<file path="src/rtl/canny_accel_mul_pipe_vld.sv">
// Pipelined A x B multiplier with valid/ready flow control.
// Stage 1 registers the operands, stages 2..NUM_STAGE-1 carry the product
// (registered once, then delayed), and the last stage registers the
// rounded, shifted and saturated/truncated result together with ovf.
// A single global stall (adv) freezes every stage while the output is held.
// NUM_STAGE must lie in 3..8 and DOUT_W must be at least 2.
module canny_accel_mul_pipe_vld #(
    parameter int A_W       = 16,
    parameter int B_W       = 7,
    parameter int DOUT_W    = 23,
    parameter int NUM_STAGE = 4,
    parameter int SIGNED    = 0,
    parameter int SHIFT     = 0,
    parameter int ROUND     = 0,
    parameter int SAT       = 0
) (
    input  logic              clk,
    input  logic              reset,
    input  logic              flush,
    input  logic              in_valid,
    output logic              in_ready,
    input  logic [A_W-1:0]    din0,
    input  logic [B_W-1:0]    din1,
    output logic              out_valid,
    input  logic              out_ready,
    output logic [DOUT_W-1:0] dout,
    output logic              ovf
);

    localparam int PW = A_W + B_W;
    // One extra bit so the rounding add can never wrap.
    localparam int RW = PW + 1;
    localparam logic [RW-1:0] RND_C =
        (ROUND != 0 && SHIFT > 0) ? (RW'(1) << ((SHIFT > 0) ? SHIFT - 1 : 0)) : '0;

    logic              adv;
    logic              accept;
    logic              rdy_en_reg;
    logic [A_W-1:0]    a_reg;
    logic [B_W-1:0]    b_reg;
    logic              vld_reg  [1:NUM_STAGE-1];
    logic [PW-1:0]     prod_reg [2:NUM_STAGE-1];
    logic [PW-1:0]     a_ext;
    logic [PW-1:0]     b_ext;
    logic [RW-1:0]     p_ext;
    logic [RW-1:0]     sum;
    logic [RW-1:0]     fill;
    logic [RW-1:0]     r;
    logic [DOUT_W-1:0] res_next;
    logic              ovf_next;
    logic              out_valid_reg;
    logic              ovf_reg;
    logic [DOUT_W-1:0] dout_reg;

    // Global stall: the whole pipe moves only when the output slot is free or being taken.
    assign adv      = ~out_valid_reg | out_ready;
    assign in_ready = adv & ~flush & rdy_en_reg;
    assign accept   = in_valid & in_ready;

    assign out_valid = out_valid_reg;
    assign dout      = dout_reg;
    assign ovf       = ovf_reg;

    // Holds in_ready low until the first clock edge after reset releases.
    always_ff @(posedge clk or posedge reset) begin
        if (reset) rdy_en_reg <= 1'b0;
        else       rdy_en_reg <= 1'b1;
    end

    // Stage 1: operand capture.
    always_ff @(posedge clk or posedge reset) begin
        if (reset) begin
            vld_reg[1] <= 1'b0;
            a_reg      <= '0;
            b_reg      <= '0;
        end else if (flush) begin
            vld_reg[1] <= 1'b0;
        end else if (adv) begin
            vld_reg[1] <= accept;
            a_reg      <= din0;
            b_reg      <= din1;
        end
    end

    // Operands widened to the product width; a PW x PW multiply kept to PW bits
    // gives the correct product for both signed and unsigned operands.
    always_comb begin
        a_ext = {{B_W{(SIGNED != 0) & a_reg[A_W-1]}}, a_reg};
        b_ext = {{A_W{(SIGNED != 0) & b_reg[B_W-1]}}, b_reg};
    end

    // Stage 2: registered product.
    always_ff @(posedge clk or posedge reset) begin
        if (reset) begin
            vld_reg[2]  <= 1'b0;
            prod_reg[2] <= '0;
        end else if (flush) begin
            vld_reg[2]  <= 1'b0;
        end else if (adv) begin
            vld_reg[2]  <= vld_reg[1];
            prod_reg[2] <= a_ext * b_ext;
        end
    end

    // Stages 3..NUM_STAGE-1: extra product registers so the multiplier can be retimed into the DSP.
    for (genvar gi = 3; gi <= NUM_STAGE - 1; gi++) begin : g_dly
        always_ff @(posedge clk or posedge reset) begin
            if (reset) begin
                vld_reg[gi]  <= 1'b0;
                prod_reg[gi] <= '0;
            end else if (flush) begin
                vld_reg[gi]  <= 1'b0;
            end else if (adv) begin
                vld_reg[gi]  <= vld_reg[gi-1];
                prod_reg[gi] <= prod_reg[gi-1];
            end
        end
    end

    // Round and arithmetic right shift in RW bits.
    always_comb begin
        p_ext = {(SIGNED != 0) & prod_reg[NUM_STAGE-1][PW-1], prod_reg[NUM_STAGE-1]};
        sum   = p_ext + RND_C;
        fill  = {RW{(SIGNED != 0) & sum[RW-1]}};
        r     = RW'({fill, sum} >> SHIFT);
    end

    if (DOUT_W >= RW) begin : g_wide
        // Result always fits: extend it, never flag overflow.
        always_comb begin
            res_next         = {DOUT_W{(SIGNED != 0) & r[RW-1]}};
            res_next[RW-1:0] = r;
            ovf_next         = 1'b0;
        end
    end else begin : g_narrow
        localparam logic [DOUT_W-1:0] S_MAX = {DOUT_W{1'b1}} >> 1;
        localparam logic [DOUT_W-1:0] S_MIN = ~S_MAX;
        localparam logic [DOUT_W-1:0] U_MAX = {DOUT_W{1'b1}};
        logic fits;
        logic [DOUT_W-1:0] clamp_val;
        // Fits when the discarded upper bits are a pure sign (or zero) extension.
        always_comb begin
            if (SIGNED != 0) begin
                fits      = (&r[RW-1:DOUT_W-1]) | ~(|r[RW-1:DOUT_W-1]);
                clamp_val = r[RW-1] ? S_MIN : S_MAX;
            end else begin
                fits      = ~(|r[RW-1:DOUT_W]);
                clamp_val = U_MAX;
            end
            res_next = (fits || SAT == 0) ? r[DOUT_W-1:0] : clamp_val;
            ovf_next = ~fits;
        end
    end

    // Output stage: data only updates on a valid beat, so bubbles leave dout unchanged.
    always_ff @(posedge clk or posedge reset) begin
        if (reset) begin
            out_valid_reg <= 1'b0;
            dout_reg      <= '0;
            ovf_reg       <= 1'b0;
        end else if (flush) begin
            out_valid_reg <= 1'b0;
        end else if (adv) begin
            out_valid_reg <= vld_reg[NUM_STAGE-1];
            if (vld_reg[NUM_STAGE-1]) begin
                dout_reg <= res_next;
                ovf_reg  <= ovf_next;
            end
        end
    end

endmodule

</file>
<file path="config.mk">
export PLATFORM = sky130hd
export DESIGN_NAME = canny_accel_mul_pipe_vld
export DESIGN_NICKNAME = d
export VERILOG_FILES = /design/src/rtl/canny_accel_mul_pipe_vld.sv
export SDC_FILE = /design/constraint.sdc
export NUM_CORES = 1
export LEC_CHECK = 0
export ABC_AREA = 1
export BUFFER_PORTS_ARGS = -buffer_cell sky130_fd_sc_hd__buf_2
export CAP_MARGIN = 15
export CORE_ASPECT_RATIO = 0.5
export CORE_MARGIN = 5
export CORE_UTILIZATION = 56
export CTS_BUF_LIST = sky130_fd_sc_hd__clkbuf_2 sky130_fd_sc_hd__clkbuf_4 sky130_fd_sc_hd__clkbuf_8
export DETAILED_ROUTE_END_ITERATION = 16
export HOLD_SLACK_MARGIN = 0.1
export PLACE_DENSITY = 0.77
export SYNTH_ARGS = -nofsm -noshare
export SYNTH_HDL_FRONTEND = slang
export SYNTH_SLANG_ARGS = --single-unit
export TNS_END_PERCENT = 5
</file>
<file path="constraint.sdc">
create_clock -name clk -period 7 [get_ports clk]
set_clock_uncertainty 0.2 [all_clocks]
set_input_delay 1.4 -clock clk [delete_from_list [all_inputs] [get_ports clk]]
set_output_delay 1.4 -clock clk [all_outputs]
set_load 0.05 [all_outputs]
</file>
Yosys cells after proc, flatten, opt, wreduce, memory -nomap -nowiden --
Cells that the tools add are included.
Word-level totals: register bits 97
Operators by class: multiply operators 1, mux-type cells 8, bitwise operators 6, reduce and logical (&&, ||, !) cells 3
Operators with widths (count):
- $mul A16 B7 Y23 | 1
- $mux W1 | 8
- $and A1 B1 Y1 | 3
- $reduce_and A3 Y1 | 1
- $not A1 Y1 | 2
- $reduce_and A2 Y1 | 1
- $reduce_bool A2 Y1 | 1
- $or A1 B1 Y1 | 1

Longest topological paths before layout --
depth in word-level cells 7, gate-level depth with buffers 24, mapped depth without buffers 22

Worst setup path before layout --
Ideal clock, no wire load.
kind register to register, from register b_reg[6], to register prod_reg[42] in the netlist's numbering, setup time 118 ps, data arrival time 4110 ps, data required time 6682 ps, path slack 2572 ps, stages on the path, launching flop included 23, path buffers 2, cells stage by stage dfrtp_1 > clkbuf_1 > clkbuf_1 > nand2_1 > fa_1 > fa_1 > inv_1 > fa_1 > inv_1 > fa_1 > inv_1 > ha_1 > nand2_1 > inv_1 > nand2_1 > nand2_1 > nand2_1 > nand3_1 > nand2_1 > nand2_1 > nand2_1 > nand3_1 > nand2_1
Between the ends: cells in the longest elaborated chain, start to end 1
RTL lines:
- from (decl) | line 40 | logic [B_W-1:0] b_reg;
- from (signal assigned) | line 81 | b_reg <= din1;
- $mul A16 B7 Y23 | line 101 | prod_reg[2] <= a_ext * b_ext;
- to (decl) | line 42 | logic [PW-1:0] prod_reg [2:NUM_STAGE-1];
No other way between the ends. A chain may end at the register's enable or synchronous reset.

Worst setup path after layout --
from register b_reg[1], to register prod_reg[44] in the netlist's numbering
The elaborated chain is that of the path after synthesis.

==> flow_results.xml <==
<?xml version="1.0" encoding="UTF-8"?>
<metrics>
  <group name="run_status">
    <metric name="outcome" unit="">finished, final reports clean</metric>
  </group>
  <group name="yosys">
    <metric name="synth_top_flop_cell" unit="">sky130_fd_sc_hd__dfrtp_1</metric>
    <metric name="syn_inst" unit="">1004</metric>
    <metric name="postSynth.asyncResetShare" unit="%">100</metric>
    <metric name="yosysSeqAreaShare" unit="%">31.9</metric>
    <metric name="yosys_warnings" unit="">0</metric>
    <metric name="synth.avg_cell_area" unit="um2">7.58</metric>
    <metric name="synth_edf_count" unit="">0</metric>
    <metric name="post_synth_instance_area" unit="um2">7610</metric>
    <metric name="synth_largest_area_cell" unit="">sky130_fd_sc_hd__dfrtp_1</metric>
    <metric name="ys_ff_latch" unit="">97</metric>
    <metric name="synth.distinct_cells" unit="">24</metric>
    <metric name="synth.top_cell.area_share" unit="%">31.9</metric>
    <metric name="postSynthNetCount" unit="">1142</metric>
    <metric name="synth.top_cells.by_area" unit="">sky130_fd_sc_hd__dfrtp_1 32%, sky130_fd_sc_hd__nand2_1 19%, sky130_fd_sc_hd__fa_1 18%</metric>
  </group>
  <group name="setup_path">
    <metric name="crit_arrival" unit="ns">4.78</metric>
    <metric name="path_max_fanout" unit="">17</metric>
    <metric name="timing.critical_path.mode_cell" unit="">sky130_fd_sc_hd__nand2_1</metric>
    <metric name="worstSetupPathType" unit="">reg2reg</metric>
    <metric name="crit_slowest_cell" unit="">sky130_fd_sc_hd__dfrtp_1</metric>
    <metric name="cp-start-kind" unit="">flip-flop</metric>
    <metric name="crit_path_max_incr_delay" unit="ns">0.76</metric>
    <metric name="timing.critical_path.to_type" unit="">flip-flop</metric>
    <metric name="critical_path.cell_chain" unit="">nand2_1 &gt; fa_1 &gt; fa_1 &gt; inv_1 &gt; fa_1 &gt; inv_1 &gt; fa_1 &gt; inv_1 &gt; ha_1 &gt; nand2_1 &gt; inv_1 &gt; nand2_1 &gt; nor2_1 &gt; nand3_1 &gt; nand3_1 &gt; nand2_1 &gt; nand3_1 &gt; nand2_1</metric>
    <metric name="worst-endpoint-required" unit="ns">7.06</metric>
  </group>
  <group name="detailed_routing">
    <metric name="routed-wl-met2" unit="um">6670</metric>
    <metric name="first_pass_iters" unit="">5</metric>
    <metric name="drt_iter0_drc" unit="">561</metric>
    <metric name="routed-via-count" unit="">5984</metric>
    <metric name="avgRoutedWirePerCell" unit="um">13.1</metric>
    <metric name="postRouteWirelength" unit="um">15800</metric>
    <metric name="drc_errors" unit="">0</metric>
    <metric name="routed.top_layer" unit="">met4</metric>
    <metric name="met3RoutedLength" unit="um">1030</metric>
    <metric name="antenna_violating_nets_post_route" unit="">0</metric>
    <metric name="vias_per_cell" unit="">4.97</metric>
    <metric name="detail_route.wirelength.met1" unit="um">7960</metric>
  </group>
  <group name="timing">
    <metric name="maxSlewViolCount" unit="">0</metric>
    <metric name="setup_violating_endpoint_count_in_the_final_report" unit="">0</metric>
    <metric name="fin_crit_sh" unit="%">67.3</metric>
    <metric name="setup_total_negative_slack" unit="ns">0</metric>
    <metric name="rsz0062_at_grt" unit="">no</metric>
    <metric name="final.setup.worst_slack" unit="ns">2.29</metric>
    <metric name="slew_worst_pin" unit="ns">0.856</metric>
    <metric name="timing.slew.headroom" unit="%">42.9</metric>
    <metric name="top_achievable_clock_speed" unit="MHz">212</metric>
    <metric name="finalHoldViolCount" unit="">0</metric>
    <metric name="min_period" unit="ns">4.71</metric>
  </group>
  <group name="grt">
    <metric name="antenna_found_initial" unit="">0</metric>
    <metric name="globalRoute.totalOverflow" unit="">0</metric>
    <metric name="wire_length_of_the_first_global_routing_pass" unit="um">27600</metric>
    <metric name="globalRouteTotalUtil" unit="%">20.7</metric>
    <metric name="grt_start_max_net_pins" unit="">74</metric>
    <metric name="first_global_vias" unit="">5780</metric>
  </group>
  <group name="cts">
    <metric name="holdBufCountCts" unit="">0</metric>
    <metric name="cts-resized-gates" unit="">0</metric>
    <metric name="insertion_delay_of_the_later_clocked_pin_in_the_worst_skew_pair" unit="ns">0.37</metric>
    <metric name="cts.root.buffer_cell" unit="">sky130_fd_sc_hd__clkbuf_8</metric>
    <metric name="cts_made_buffers" unit="">9</metric>
    <metric name="cts-root-to-sink-buffers" unit="">2</metric>
    <metric name="post-cts-setup-buffers" unit="">0</metric>
    <metric name="tritoncts_clock_tree" unit="">built</metric>
    <metric name="cts_max_level" unit="">3</metric>
    <metric name="clkSlewWorstSetupHoldPaths" unit="ns">0.10</metric>
    <metric name="clkSinkCount" unit="">97</metric>
  </group>
  <group name="floorplanning">
    <metric name="die_area" unit="um2">16200</metric>
    <metric name="num_rows" unit="">30</metric>
    <metric name="coreArea" unit="um2">13400</metric>
    <metric name="floorplan.initialDensity" unit="%">56.7</metric>
    <metric name="die_width" unit="um">175</metric>
    <metric name="die_height" unit="um">92.5</metric>
    <metric name="ios" unit="">54</metric>
  </group>
  <group name="power_and_ir_drop">
    <metric name="power_leakage" unit="uW">0.00512</metric>
    <metric name="ir_drop" unit="mV">0.140</metric>
    <metric name="power.density" unit="nW/um2">334</metric>
    <metric name="finalPower" unit="uW">2710</metric>
  </group>
  <group name="place">
    <metric name="placed_cells_incl_taps" unit="">1187</metric>
    <metric name="hpwlAfterDp" unit="um">11900</metric>
    <metric name="place.gp.congestion" unit="">0.925</metric>
    <metric name="placed_area" unit="um2">7930</metric>
    <metric name="placement.io_buffers" unit="">52</metric>
    <metric name="dpl_worst_slack" unit="ns">2.36</metric>
  </group>
  <group name="finish">
    <metric name="fin_area" unit="um2">8140</metric>
    <metric name="antenna_cells" unit="">0</metric>
    <metric name="layout_commonest_cell" unit="">sky130_fd_sc_hd__nand2_1</metric>
    <metric name="highest_count_cells_in_the_layout_ignoring_fill_and_taps" unit="">382 x sky130_fd_sc_hd__nand2_1, 220 x sky130_fd_sc_hd__inv_1, 97 x sky130_fd_sc_hd__dfrtp_1, 69 x sky130_fd_sc_hd__fa_1, 52 x sky130_fd_sc_hd__buf_2</metric>
    <metric name="post_route_cells_drive_above_1_share" unit="%">8.47</metric>
    <metric name="area_growth" unit="%">6.85</metric>
    <metric name="fin_cells" unit="">1203</metric>
    <metric name="fin_nets" unit="">1160</metric>
  </group>
  <group name="flow_run">
    <metric name="timing.max_cap.violations" unit="">0</metric>
  </group>
  <group name="hold_path">
    <metric name="hold_class" unit="">reg2reg</metric>
  </group>
</metrics>
## synth_stat cells, types with 2 or more instances
| cell | count |
|---|---|
| sky130_fd_sc_hd__a21oi_1 | 14 |
| sky130_fd_sc_hd__clkbuf_1 | 44 |
| sky130_fd_sc_hd__clkbuf_2 | 2 |
| sky130_fd_sc_hd__conb_1 | 2 |
| sky130_fd_sc_hd__dfrtp_1 | 97 |
| sky130_fd_sc_hd__fa_1 | 69 |
| sky130_fd_sc_hd__ha_1 | 41 |
| sky130_fd_sc_hd__inv_1 | 221 |
| sky130_fd_sc_hd__mux2_2 | 12 |
| sky130_fd_sc_hd__nand2_1 | 382 |
| sky130_fd_sc_hd__nand3_1 | 31 |
| sky130_fd_sc_hd__nand3b_1 | 7 |
| sky130_fd_sc_hd__nand4_1 | 2 |
| sky130_fd_sc_hd__nor2_1 | 25 |
| sky130_fd_sc_hd__nor3_1 | 2 |
| sky130_fd_sc_hd__o21ai_0 | 36 |
| sky130_fd_sc_hd__o21bai_1 | 2 |
| sky130_fd_sc_hd__o22ai_1 | 2 |
| sky130_fd_sc_hd__xnor2_1 | 8 |
## critical path, delay by kind of cell (launching register included)
kind | cells | cell delay [ns]
fa+ha+maj | 5 | 2.44
buf+inv | 4 | 0.23
flops | 1 | 0.76
simple gates | 9 | 0.96
## power by group
| group | switching, uW | internal (uW) |
|---|---|---|
| clock | 220 | 175 |
| combinational | 975 | 523 |
| sequential | 111 | 711 |
| total | 1310 | 1410 |
## logic make-up (layout without fill, tap and decap cells)
kind of cell | count (synthesis) | count (layout) | share of synthesized area, %
flops | 97 | 97 | 31.9
mux | 12 | 12 | 1.77
other cells | 2 | 2 | 0.0986
buf+inv | 270 | 293 | 13.4
simple gates | 450 | 450 | 23.2
xor+xnor | 8 | 8 | 0.920
compound gates | 55 | 55 | 3.86
fa+ha+maj | 110 | 110 | 24.9
## path summary, 6_finish.rpt
path	slack (ns)	depth (start not counted)	end	startpoint
worst min-delay path	0.28	2	p_ext[18]	p_ext[18]
worst max-delay path	2.29	18	prod_reg[44]	b_reg[1]
worst max register to register	2.29	18	prod_reg[44]	b_reg[1]
min in group asynchronous	0.81	2	a_reg[0]	reset
max in group asynchronous	4.60	3	dout[19]	reset
worst min register to register	0.28	2	p_ext[18]	p_ext[18]
## through the flow
| step | hold slack, ns | util, % |
|---|---|---|
| CTS | 0.282 | 60.5 |
| finish | 0.278 | 60.5 |
| global placement | 0.251 | 59.0 |
| global route | 0.308 | 60.5 |
| detailed placement | 0.258 | 59.0 |
| floorplan | 0.238 | - |
## layout make-up
class                      instances  area (um2)
inverter                         222         836
timing repair buffer              55         283
tap                              176         220
multi-input combinational        637        4170
sequential                        97        2430
clock inverter                     6        72.6
clock buffer                      10         131
fill                            1202        5300
## metal layers
layer  vias to the layer above  GRT usage [%]
li1                       2955              -
met1                      2826           31.4
met5                         -              0
met4                         0           4.11
met3                        18           3.26
met2                       185           31.8
Note: power is estimated with default switching activity, not from simulation.
